--- config.mk ---
export PLATFORM = sky130hd
export DESIGN_NAME = boot_fetch_unit_flat
export DESIGN_NICKNAME = d
export VERILOG_FILES = /design/src/rtl/fetch_pkg.sv /design/src/rtl/boot_fetch_unit_if.sv /design/src/rtl/base_table.sv /design/src/rtl/boot_fetch_unit.sv /design/src/flat_wrapper.sv
export SDC_FILE = /design/constraint.sdc
export NUM_CORES = 2
export LEC_CHECK = 0
export CAP_MARGIN = 20
export CELL_PAD_IN_SITES_DETAIL_PLACEMENT = 1
export CELL_PAD_IN_SITES_GLOBAL_PLACEMENT = 1
export CORE_MARGIN = 4
export CORE_UTILIZATION = 51
export CTS_BUF_LIST = sky130_fd_sc_hd__clkbuf_4 sky130_fd_sc_hd__clkbuf_8
export CTS_CLUSTER_DIAMETER = 40
export DETAILED_ROUTE_END_ITERATION = 6
export GPL_TIMING_DRIVEN = 0
export PLACE_DENSITY_LB_ADDON = 0.1
export SYNTH_ARGS = -nofsm -noshare
export SYNTH_HDL_FRONTEND = slang
export SYNTH_SLANG_ARGS = --single-unit
--- constraint.sdc ---
create_clock -name Clock -period 15.45 [get_ports Clock]
set_clock_uncertainty 0.15 [all_clocks]
set_input_delay 3.09 -clock Clock [delete_from_list [all_inputs] [get_ports Clock]]
set_output_delay 3.09 -clock Clock [all_outputs]
set_load 0.05 [all_outputs]
--- src/rtl/fetch_pkg.sv ---
// Shared types and widths for the boot/fetch front end.
package fetch_pkg;

   localparam int unsigned WORD_W  = 32;
   localparam int unsigned PID_W   = 5;
   localparam int unsigned NUM_PID = 1 << PID_W;

   typedef logic [WORD_W-1:0] word_t;
   typedef logic [PID_W-1:0]  pid_t;

   typedef enum logic [1:0] {
      S_BOOT,
      S_RUN,
      S_HALT
   } state_e;

   // Address arithmetic wraps modulo 2^32.
   function automatic word_t add_w(input word_t a, input word_t b);
      return a + b;
   endfunction

endpackage

--- src/rtl/boot_fetch_unit_if.sv ---
// Datapath, HD and instruction-memory signals of the boot/fetch unit.
interface boot_fetch_unit_if;
   import fetch_pkg::*;

   word_t InputPC;
   logic  Halt;
   logic  Resume;
   pid_t  PID_CPU;
   logic  BaseWr;
   pid_t  BaseWrPID;
   word_t BaseWrData;
   word_t HD_Addr;
   word_t HD_Data;
   word_t IM_Addr;
   word_t IM_WrData;
   logic  IM_Wr;
   word_t Endereco;
   word_t DeslocamentoMemoria;
   word_t PC;
   logic  Running;
   logic  BootDone;
   logic  Fault;

   // Fetch unit side.
   modport master (
      input  InputPC, Halt, Resume, PID_CPU, BaseWr, BaseWrPID, BaseWrData, HD_Data,
      output HD_Addr, IM_Addr, IM_WrData, IM_Wr, Endereco, DeslocamentoMemoria,
             PC, Running, BootDone, Fault
   );

   // Datapath / memory environment side.
   modport slave (
      output InputPC, Halt, Resume, PID_CPU, BaseWr, BaseWrPID, BaseWrData, HD_Data,
      input  HD_Addr, IM_Addr, IM_WrData, IM_Wr, Endereco, DeslocamentoMemoria,
             PC, Running, BootDone, Fault
   );

endinterface

--- src/rtl/base_table.sv ---
// Per-process relocation base register file: one sync write port, one comb read port.
module base_table
   import fetch_pkg::*;
(
   input  logic  clk_i,
   input  logic  rst_i,
   input  logic  we_i,
   input  pid_t  wr_pid_i,
   input  word_t wr_data_i,
   input  pid_t  rd_pid_i,
   output word_t rd_data_o
);

   word_t mem_q [NUM_PID];

   always_ff @(posedge clk_i) begin
      if (rst_i) begin
         mem_q <= '{default: '0};
      end else if (we_i) begin
         mem_q[wr_pid_i] <= wr_data_i;
      end
   end

   // Read returns the pre-write value on a same-cycle write.
   assign rd_data_o = mem_q[rd_pid_i];

endmodule

--- src/rtl/boot_fetch_unit.sv ---
// Boot copier (HD -> instruction memory) followed by PC/fetch control.
// Optional macro BOUNDS_CHECK_EN adds a per-process code-size fault.
module boot_fetch_unit
   import fetch_pkg::*;
#(
   parameter int unsigned BOOT_WORDS   = 256,
   parameter int unsigned HD_BIOS_BASE = 0,
   parameter int unsigned IM_BIOS_BASE = 0,
   parameter int unsigned PROC_LIMIT   = 1024
) (
   input logic               Clock,
   input logic               Reset,
   boot_fetch_unit_if.master bus
);

   localparam word_t BOOT_LAST = WORD_W'(BOOT_WORDS);
   localparam word_t HD_BASE_W = WORD_W'(HD_BIOS_BASE);
   localparam word_t IM_BASE_W = WORD_W'(IM_BIOS_BASE);

   state_e state_q;
   word_t  pc_q;
   word_t  cnt_q;
   word_t  hd_addr_q;
   word_t  im_addr_q;
   logic   im_wr_q;
   logic   running_q;
   logic   boot_done_q;
   logic   fault_q;
   word_t  base_rd;

`ifdef BOUNDS_CHECK_EN
   localparam word_t LIMIT_W = WORD_W'(PROC_LIMIT);
   logic oob_c;
   // Kernel (PID 0) may jump anywhere.
   assign oob_c = (bus.InputPC >= LIMIT_W) && (bus.PID_CPU != '0);
`else
   logic unused_limit;
   assign unused_limit = |WORD_W'(PROC_LIMIT);
   assign fault_q      = 1'b0;
`endif

   base_table u_base_table (
      .clk_i     (Clock),
      .rst_i     (Reset),
      .we_i      (bus.BaseWr),
      .wr_pid_i  (bus.BaseWrPID),
      .wr_data_i (bus.BaseWrData),
      .rd_pid_i  (bus.PID_CPU),
      .rd_data_o (base_rd)
   );

   always_ff @(posedge Clock) begin
      if (Reset) begin
         state_q     <= S_BOOT;
         pc_q        <= IM_BASE_W;
         cnt_q       <= '0;
         hd_addr_q   <= HD_BASE_W;
         im_addr_q   <= IM_BASE_W;
         im_wr_q     <= 1'b0;
         running_q   <= 1'b0;
         boot_done_q <= 1'b0;
`ifdef BOUNDS_CHECK_EN
         fault_q     <= 1'b0;
`endif
      end else begin
         case (state_q)
            // HD read latency is one cycle, so the IM write trails HD_Addr by one word.
            S_BOOT: begin
               if (cnt_q == BOOT_LAST) begin
                  state_q     <= S_RUN;
                  running_q   <= 1'b1;
                  boot_done_q <= 1'b1;
                  im_wr_q     <= 1'b0;
                  pc_q        <= IM_BASE_W;
               end else begin
                  cnt_q     <= add_w(cnt_q, WORD_W'(1));
                  hd_addr_q <= add_w(hd_addr_q, WORD_W'(1));
                  im_addr_q <= add_w(IM_BASE_W, cnt_q);
                  im_wr_q   <= 1'b1;
               end
            end
            S_RUN: begin
               if (bus.Halt) begin
                  state_q   <= S_HALT;
                  running_q <= 1'b0;
               end
`ifdef BOUNDS_CHECK_EN
               else if (oob_c) begin
                  fault_q   <= 1'b1;
                  state_q   <= S_HALT;
                  running_q <= 1'b0;
               end
`endif
               else begin
                  pc_q <= bus.InputPC;
               end
            end
            S_HALT: begin
               if (bus.Resume && !fault_q) begin
                  pc_q      <= add_w(pc_q, WORD_W'(1));
                  state_q   <= S_RUN;
                  running_q <= 1'b1;
               end
            end
            default: state_q <= S_BOOT;
         endcase
      end
   end

   assign bus.HD_Addr             = hd_addr_q;
   assign bus.IM_Addr             = im_addr_q;
   assign bus.IM_Wr               = im_wr_q;
   assign bus.IM_WrData           = bus.HD_Data;
   assign bus.PC                  = pc_q;
   assign bus.Running             = running_q;
   assign bus.BootDone            = boot_done_q;
   assign bus.Fault               = fault_q;
   assign bus.DeslocamentoMemoria = base_rd;
   assign bus.Endereco            = add_w(pc_q, base_rd);

endmodule

--- src/flat_wrapper.sv ---
// flat-port wrapper written by rule: the top's interface ports become plain ports
module boot_fetch_unit_flat import fetch_pkg::*;
#(
   parameter int unsigned BOOT_WORDS   = 256,
   parameter int unsigned HD_BIOS_BASE = 0,
   parameter int unsigned IM_BIOS_BASE = 0,
   parameter int unsigned PROC_LIMIT   = 1024
)
  (Clock, Reset, bus_InputPC, bus_Halt, bus_Resume, bus_PID_CPU, bus_BaseWr, bus_BaseWrPID, bus_BaseWrData, bus_HD_Data, bus_HD_Addr, bus_IM_Addr, bus_IM_WrData, bus_IM_Wr, bus_Endereco, bus_DeslocamentoMemoria, bus_PC, bus_Running, bus_BootDone, bus_Fault);
  boot_fetch_unit_if bus_i ();
  input logic Clock;
  input logic Reset;
  input wire logic [$bits(bus_i.InputPC)-1:0] bus_InputPC;
  input wire logic [$bits(bus_i.Halt)-1:0] bus_Halt;
  input wire logic [$bits(bus_i.Resume)-1:0] bus_Resume;
  input wire logic [$bits(bus_i.PID_CPU)-1:0] bus_PID_CPU;
  input wire logic [$bits(bus_i.BaseWr)-1:0] bus_BaseWr;
  input wire logic [$bits(bus_i.BaseWrPID)-1:0] bus_BaseWrPID;
  input wire logic [$bits(bus_i.BaseWrData)-1:0] bus_BaseWrData;
  input wire logic [$bits(bus_i.HD_Data)-1:0] bus_HD_Data;
  output wire logic [$bits(bus_i.HD_Addr)-1:0] bus_HD_Addr;
  output wire logic [$bits(bus_i.IM_Addr)-1:0] bus_IM_Addr;
  output wire logic [$bits(bus_i.IM_WrData)-1:0] bus_IM_WrData;
  output wire logic [$bits(bus_i.IM_Wr)-1:0] bus_IM_Wr;
  output wire logic [$bits(bus_i.Endereco)-1:0] bus_Endereco;
  output wire logic [$bits(bus_i.DeslocamentoMemoria)-1:0] bus_DeslocamentoMemoria;
  output wire logic [$bits(bus_i.PC)-1:0] bus_PC;
  output wire logic [$bits(bus_i.Running)-1:0] bus_Running;
  output wire logic [$bits(bus_i.BootDone)-1:0] bus_BootDone;
  output wire logic [$bits(bus_i.Fault)-1:0] bus_Fault;
  assign bus_i.InputPC = bus_InputPC;
  assign bus_i.Halt = bus_Halt;
  assign bus_i.Resume = bus_Resume;
  assign bus_i.PID_CPU = bus_PID_CPU;
  assign bus_i.BaseWr = bus_BaseWr;
  assign bus_i.BaseWrPID = bus_BaseWrPID;
  assign bus_i.BaseWrData = bus_BaseWrData;
  assign bus_i.HD_Data = bus_HD_Data;
  assign bus_HD_Addr = bus_i.HD_Addr;
  assign bus_IM_Addr = bus_i.IM_Addr;
  assign bus_IM_WrData = bus_i.IM_WrData;
  assign bus_IM_Wr = bus_i.IM_Wr;
  assign bus_Endereco = bus_i.Endereco;
  assign bus_DeslocamentoMemoria = bus_i.DeslocamentoMemoria;
  assign bus_PC = bus_i.PC;
  assign bus_Running = bus_i.Running;
  assign bus_BootDone = bus_i.BootDone;
  assign bus_Fault = bus_i.Fault;
  boot_fetch_unit #(.BOOT_WORDS(BOOT_WORDS), .HD_BIOS_BASE(HD_BIOS_BASE), .IM_BIOS_BASE(IM_BIOS_BASE), .PROC_LIMIT(PROC_LIMIT)) u_core (.Clock(Clock), .Reset(Reset), .bus(bus_i));
endmodule
# == After elaboration in Yosys (flattened, before gate mapping) ==
# Cells that the tools add are included.
# totals
output_inout_bits,196
word_cells,84
register_bits,1157
inputBits,111
# classes
muxes,19
addsub,4
magnitude_cmp,3
eq_ne,7
reduce_logical,8
bitwise_logic,3
# ops
operator,count
$bwmux W1024,1
$mux W32,6
$bmux W32 S5,1
$demux W32 S5,1
$add A32 B1 Y32 const B,3
$pmux W32 S3,1
$add A32 B32 Y32,1
$eq A32 B9 Y1 const B,1
$ge A6 B6 Y1 const B,2
$not A5 Y6,2
$reduce_and A4 Y1,2
$lt A6 B1 Y1 const B,1
$mux W2,3
$ne A2 B2 Y1 const B,3
$pmux W2 S3,1
$mux W1,4
$reduce_and A2 Y1,2
$pmux W1 S3,1
$reduce_and A3 Y1,1
$reduce_bool A3 Y1,1
$eq A2 B1 Y1 const B,1
$eq A2 B2 Y1 const B,1
$logic_not A2 Y1,1
$ne A2 B1 Y1 const B,1
other kinds (2),2

# == Longest topological paths before layout ==
# depth
ltp_word,6
depth_mapped,16
depth_no_buf,13

# == Hierarchy ==
# Synthesis repeated with hierarchy kept, for this count alone.
# hier_totals
cells_unflattened,6818
area_unflattened_um2,52316.4
# modules_own_cells
mod,cells_each,area_per_inst_um2,instances,seq_area_each_um2
base_table,5755,44103.5,1,20499.7
boot_fetch_unit,1063,8212.9,1,2662.6

# == Worst setup path before layout ==
# Ideal clock, no wire load.
# synth_path
path_kind,input -> output
startpoint,input port bus_PID_CPU[0]
endpoint,output port bus_Endereco[21]
n_path_buf,4
path_stages,16
t_required_ps,12210
setup_slack_ps,4378
arrival_time_ps,7832
path_cell_list,buf_2 > clkbuf_1 > buf_2 > buf_1 > mux4_2 > mux4_2 > mux2i_1 > inv_1 > ha_1 > a211oi_1 > o21ai_0 > a211oi_1 > nor3_1 > o21ai_0 > o211ai_1 > xor2_1
# synth_via
elab_chain_len,5
# synth_rtl
item,line,source
"start, declared",flat_wrapper.sv:16,input wire logic [$bits(bus_i.PID_CPU)-1:0] bus_PID_CPU;
$not A5 Y6 (not written as such),base_table.sv:25,assign rd_data_o = mem_q[rd_pid_i];
$bmux W32 S5,base_table.sv:25,
$mux W32 (not written as such) (2 in a row),base_table.sv:25,
named net bus_DeslocamentoMemoria[1],flat_wrapper.sv:26,output wire logic [$bits(bus_i.DeslocamentoMemoria)-1:0] bus_DeslocamentoMemoria;
$add A32 B32 Y32,fetch_pkg.sv:19,return a + b;
"end, declared",flat_wrapper.sv:25,output wire logic [$bits(bus_i.Endereco)-1:0] bus_Endereco;
# The timed path passes the listed nets, and every way through them passes these cells. The select of a mux whose other input is x is not followed.

# == Final worst setup path ==
# layout_path
startpoint,input port bus_PID_CPU[1]
endpoint,output port bus_Endereco[17]
# layout_via
elab_chain_len,5
# layout_rtl
item,line
$not A5 Y6 (not written as such),base_table.sv:25
$bmux W32 S5,base_table.sv:25
$mux W32 (not written as such) (2 in a row),base_table.sv:25
$add A32 B32 Y32,fetch_pkg.sv:19
# No other way between the ends. The select of a mux whose other input is x is not followed.

==> results.py <==
metrics = {
    "run_status": {
        "status": "complete, no violations",
    },
    "detailed_routing": {
        "drt-pass1-iter-count": 6,
        "route.detailed.drc": 0,
        "wl_mm": 211.2,
        "via_count": 49567,
        "drtIter0Drc": 4809,
        "antenna_left": 0,
        "wl_per_cell_um": 26.41,
        "routed_via_density": 6.200,
    },
    "sta": {
        "post-route-period-util_pct": 92.16,
        "rsz0062_at_grt": "false",
        "setup-tns-final_ns": 0,
        "finalSetupViolCount": 0,
        "drv_slew": 0,
        "min_period_ns": 14.24,
        "max-slew-margin-rel_pct": 18.43,
        "finalHoldViolations": 0,
        "worstMarginPinSlew_ns": 1.223,
        "max_freq_mhz": 70.23,
    },
    "placement": {
        "dp_hpwl_mm": 158.4,
        "port_buffers": 267,
        "gp_congestion": 0.9564,
    },
    "global_routing": {
        "grt_max_degree": 17,
        "grt_overflow_total": 0,
        "antenna_found_initial": 14,
        "grt_pass1_wl_mm": 312.6,
        "grtUsageTotal_pct": 38.68,
        "grt_pass1_vias": 50872,
    },
    "clock_tree": {
        "cts-resized-gates": 0,
        "clk_latency_ns": 0.92,
        "cts.path.max_buffers": 3,
        "clkSinkCount": 1157,
        "numCtsBuffers": 199,
        "cts_root_buffer": "clkbuf_8",
        "ctsHoldBuffers": 0,
        "post_cts_buffers": 0,
        "cts_tree": "done",
        "htreeDepth": 4,
        "clk_pin_slew_ns": 0.06,
    },
    "synthesis": {
        "synth_edf_count": 0,
        "ys.flop_type": "dfxtp_1",
        "syn_area_um2": 51230,
        "synth_seq_cells": 1157,
        "yosysSeqAreaShare_pct": 45.22,
        "yosysUniqueCellTypes": 66,
        "syn-num-nets": 6216,
        "synthArstFlopShare_pct": 0,
        "ys_warn_count": 0,
        "avgSynthCellArea_um2": 8.447,
        "netlist_instances": 6064,
    },
    "final_layout": {
        "drive_gt1_share_pct": 11.99,
        "fillers": 11862,
        "nets": 6696,
        "syn_to_final_growth_pct": 17.38,
    },
    "min_path": {
        "hp-class": "flop to flop",
        "min-delay-start": "u_core.u_base_table.mem_q[69]$_SDFFE_PP0P_",
    },
    "critical_path": {
        "crit_chain": "clkdlybuf4s50_1 -> buf_2 -> buf_1 -> buf_1 -> mux4_2 -> mux4_2 -> mux2i_1 -> inv_1 -> ha_1 -> a211oi_1 -> o21ai_0 -> a211oi_1 -> nor3_1 -> o21ai_0 -> a21oi_1 -> xor2_1 -> clkdlybuf4s50_1",
        "cp-start-kind": "input pin",
        "critPathArrivalTime_ns": 11.00,
        "critPathRequiredTime_ns": 12.21,
        "cp-end-kind": "output port",
        "worst-setup-path-type": "input pin to output port",
        "startpoint": "bus_PID_CPU[1]",
        "slowest_delay_ns": 0.90,
        "crit_slowest_cell": "buf_1",
        "path_max_fanout": 10,
        "r2r-start": "u_core.cnt_q[17]$_SDFFE_PP0P_",
    },
    "die": {
        "die_y_um": 324.9,
        "core_area_um2": 98990,
        "row_count": 115,
        "start_util_pct": 51.75,
        "io_pins": 307,
        "dieWidth_um": 324.9,
        "dieArea_um2": 105600,
    },
    "job": {
        "drv_cap": 0,
    },
    "power": {
        "ir_worst_vdd_uv": 82.87,
        "total_power_w": 0.006554,
        "power_density_nw_per_um2": 109.0,
        "leakage_nw": 19.69,
    },
}
synthesized netlist by cell type (5+ instances only):
master	instances	area, µm²
xnor2_1	56	490.5
mux4_2	320	7207
nand3b_1	5	37.54
o21a_1	7	52.55
buf_1	21	78.83
and4_1	9	78.83
a22oi_1	12	90.09
a31oi_1	6	37.54
buf_4	34	255.2
and3_1	22	137.6
nor3_1	31	155.2
buf_2	26	130.1
a32oi_1	6	52.55
nand4_1	23	143.9
a21o_1	13	97.59
or3_1	13	81.33
clkbuf_1	480	1802
nor4_1	11	68.82
ha_1	40	500.5
xor2_1	43	376.6
nor2b_1	8	50.05
a21oi_1	1111	5560
o21ai_0	50	250.2
nand3_1	54	270.3
a211oi_1	8	60.06
nor2_1	140	525.5
mux2_2	31	349.1
o211ai_1	6	45.04
nand2_1	2217	8322
inv_1	34	127.6
dfxtp_1	1157	23160
or2_2	5	31.28
kinds of logic (layout without fill, tap and decap cells):
| family | Yosys count | after routing | share of synthesized area (%) |
|---|---|---|---|
| xor gates and xnor gates | 99 | 99 | 1.693 |
| and+or+nand+nor | 2567 | 2567 | 19.87 |
| DFF | 1157 | 1157 | 45.22 |
| AOI/OAI and AO/OA | 1247 | 1247 | 12.64 |
| muxes | 353 | 353 | 14.79 |
| other | 1 | 12 | 0.007321 |
| adders and majority gates | 41 | 41 | 1.016 |
| buffers and inverters | 599 | 1232 | 4.770 |
path summary, 6_finish.rpt:
check	end	slack (ns)	cells after the start
setup / recovery	bus_Endereco[17]	1.21	17
setup reg to reg	u_core.bus.PC[28]$_SDFFE_PP0P_	12.09	8
hold / removal	u_core.u_base_table.mem_q[69]$_SDFFE_PP0P_	0.30	2
hold reg to reg	u_core.u_base_table.mem_q[69]$_SDFFE_PP0P_	0.30	2
cell usage in the layout, fill, tap and decap left out, drive strengths merged, types with 12 or more instances in the layout:
| cell type | netlist | final |
|---|---|---|
| nand2 | 2217 | 2217 |
| dfxtp | 1157 | 1157 |
| a21oi | 1111 | 1111 |
| clkbuf | 482 | 801 |
| mux4 | 320 | 320 |
| clkdlybuf4s50 | 0 | 267 |
| nor2 | 140 | 140 |
| buf | 83 | 95 |
| xnor2 | 56 | 56 |
| nand3 | 54 | 54 |
| o21ai | 51 | 51 |
| xor2 | 43 | 43 |
| inv | 34 | 41 |
| ha | 40 | 40 |
| nor3 | 33 | 33 |
| mux2 | 31 | 31 |
| nand4 | 27 | 27 |
| and3 | 22 | 22 |
| clkinv | 0 | 17 |
| or3 | 16 | 16 |
| a21o | 13 | 13 |
| a22oi | 12 | 12 |
sequential cells by signal, summed over array words and instances (netlist names):
| name | flops |
|---|---|
| u_core.bus.BootDone | 1 |
| u_core.u_base_table.mem_q | 1024 |
| u_core.bus.HD_Addr | 32 |
| u_core.bus.IM_Addr | 32 |
| u_core.bus.IM_Wr | 1 |
| u_core.bus.PC | 32 |
| u_core.state_q | 2 |
| u_core.cnt_q | 32 |
| u_core.bus.Running | 1 |
layout make-up:
class / count / area [µm²] / area share (%)
flip-flops and latches: 1157 / 23160 / 38.52
repair buffers: 279 / 2874 / 4.780
well taps: 1287 / 1610 / 2.678
multi-input cells: 4308 / 25620 / 42.61
plain buffers: 565 / 2316 / 3.852
inverters: 34 / 127.6 / 0.2123
clock inverters: 35 / 387.9 / 0.6451
diodes: 11 / 27.53 / 0.04578
clock buffers: 319 / 4003 / 6.657
power by group:
part	total, W	switching (W)	leakage [nW]	internal (W)
clock network	0.00307	0.00133	2.33	0.00174
logic	0.000459	0.000330	8.04	0.000129
registers	0.00302	0.0000155	9.33	0.00301
layer usage:
metal	wire length (µm)	vias to the layer above	global-route usage, %	share of wire (%)
met5	33	-	0	0.016
met4	16170	6	26.25	7.7
met3	18970	717	8.854	9.0
met2	96100	2578	61.54	46
met1	79910	24806	46.95	38
li1	-	21460	-	-
critical path, delay by kind of cell:
kind | cells | cell delay, ns
xor+xnor | 1 | 0.27
fa+ha+maj | 1 | 0.33
simple gates | 1 | 0.17
mux | 3 | 1.29
buf+inv | 6 | 3.94
compound gates | 5 | 1.90
stage by stage:
| step | hold slack (ns) | instances | setup WS (ns) | util [%] | instance area [µm²] |
|---|---|---|---|---|---|
| 5_1_grt | 0.3184 | 7989 | 1.107 | 60.72 | 60110 |
| 4_1_cts | 0.3023 | 7981 | 1.339 | 60.66 | 60060 |
| 6_report | 0.3015 | 7995 | 1.212 | 60.74 | 60130 |
| 3_5_place_dp | 0.2950 | 7627 | 1.378 | 56.23 | 55660 |
| 2_1_floorplan | 0.2831 | 6064 | 4.378 | - | 51230 |
| 3_3_place_gp | 0.2874 | 7618 | 1.314 | 56.07 | 55510 |
(Power assumes the default switching activity.)
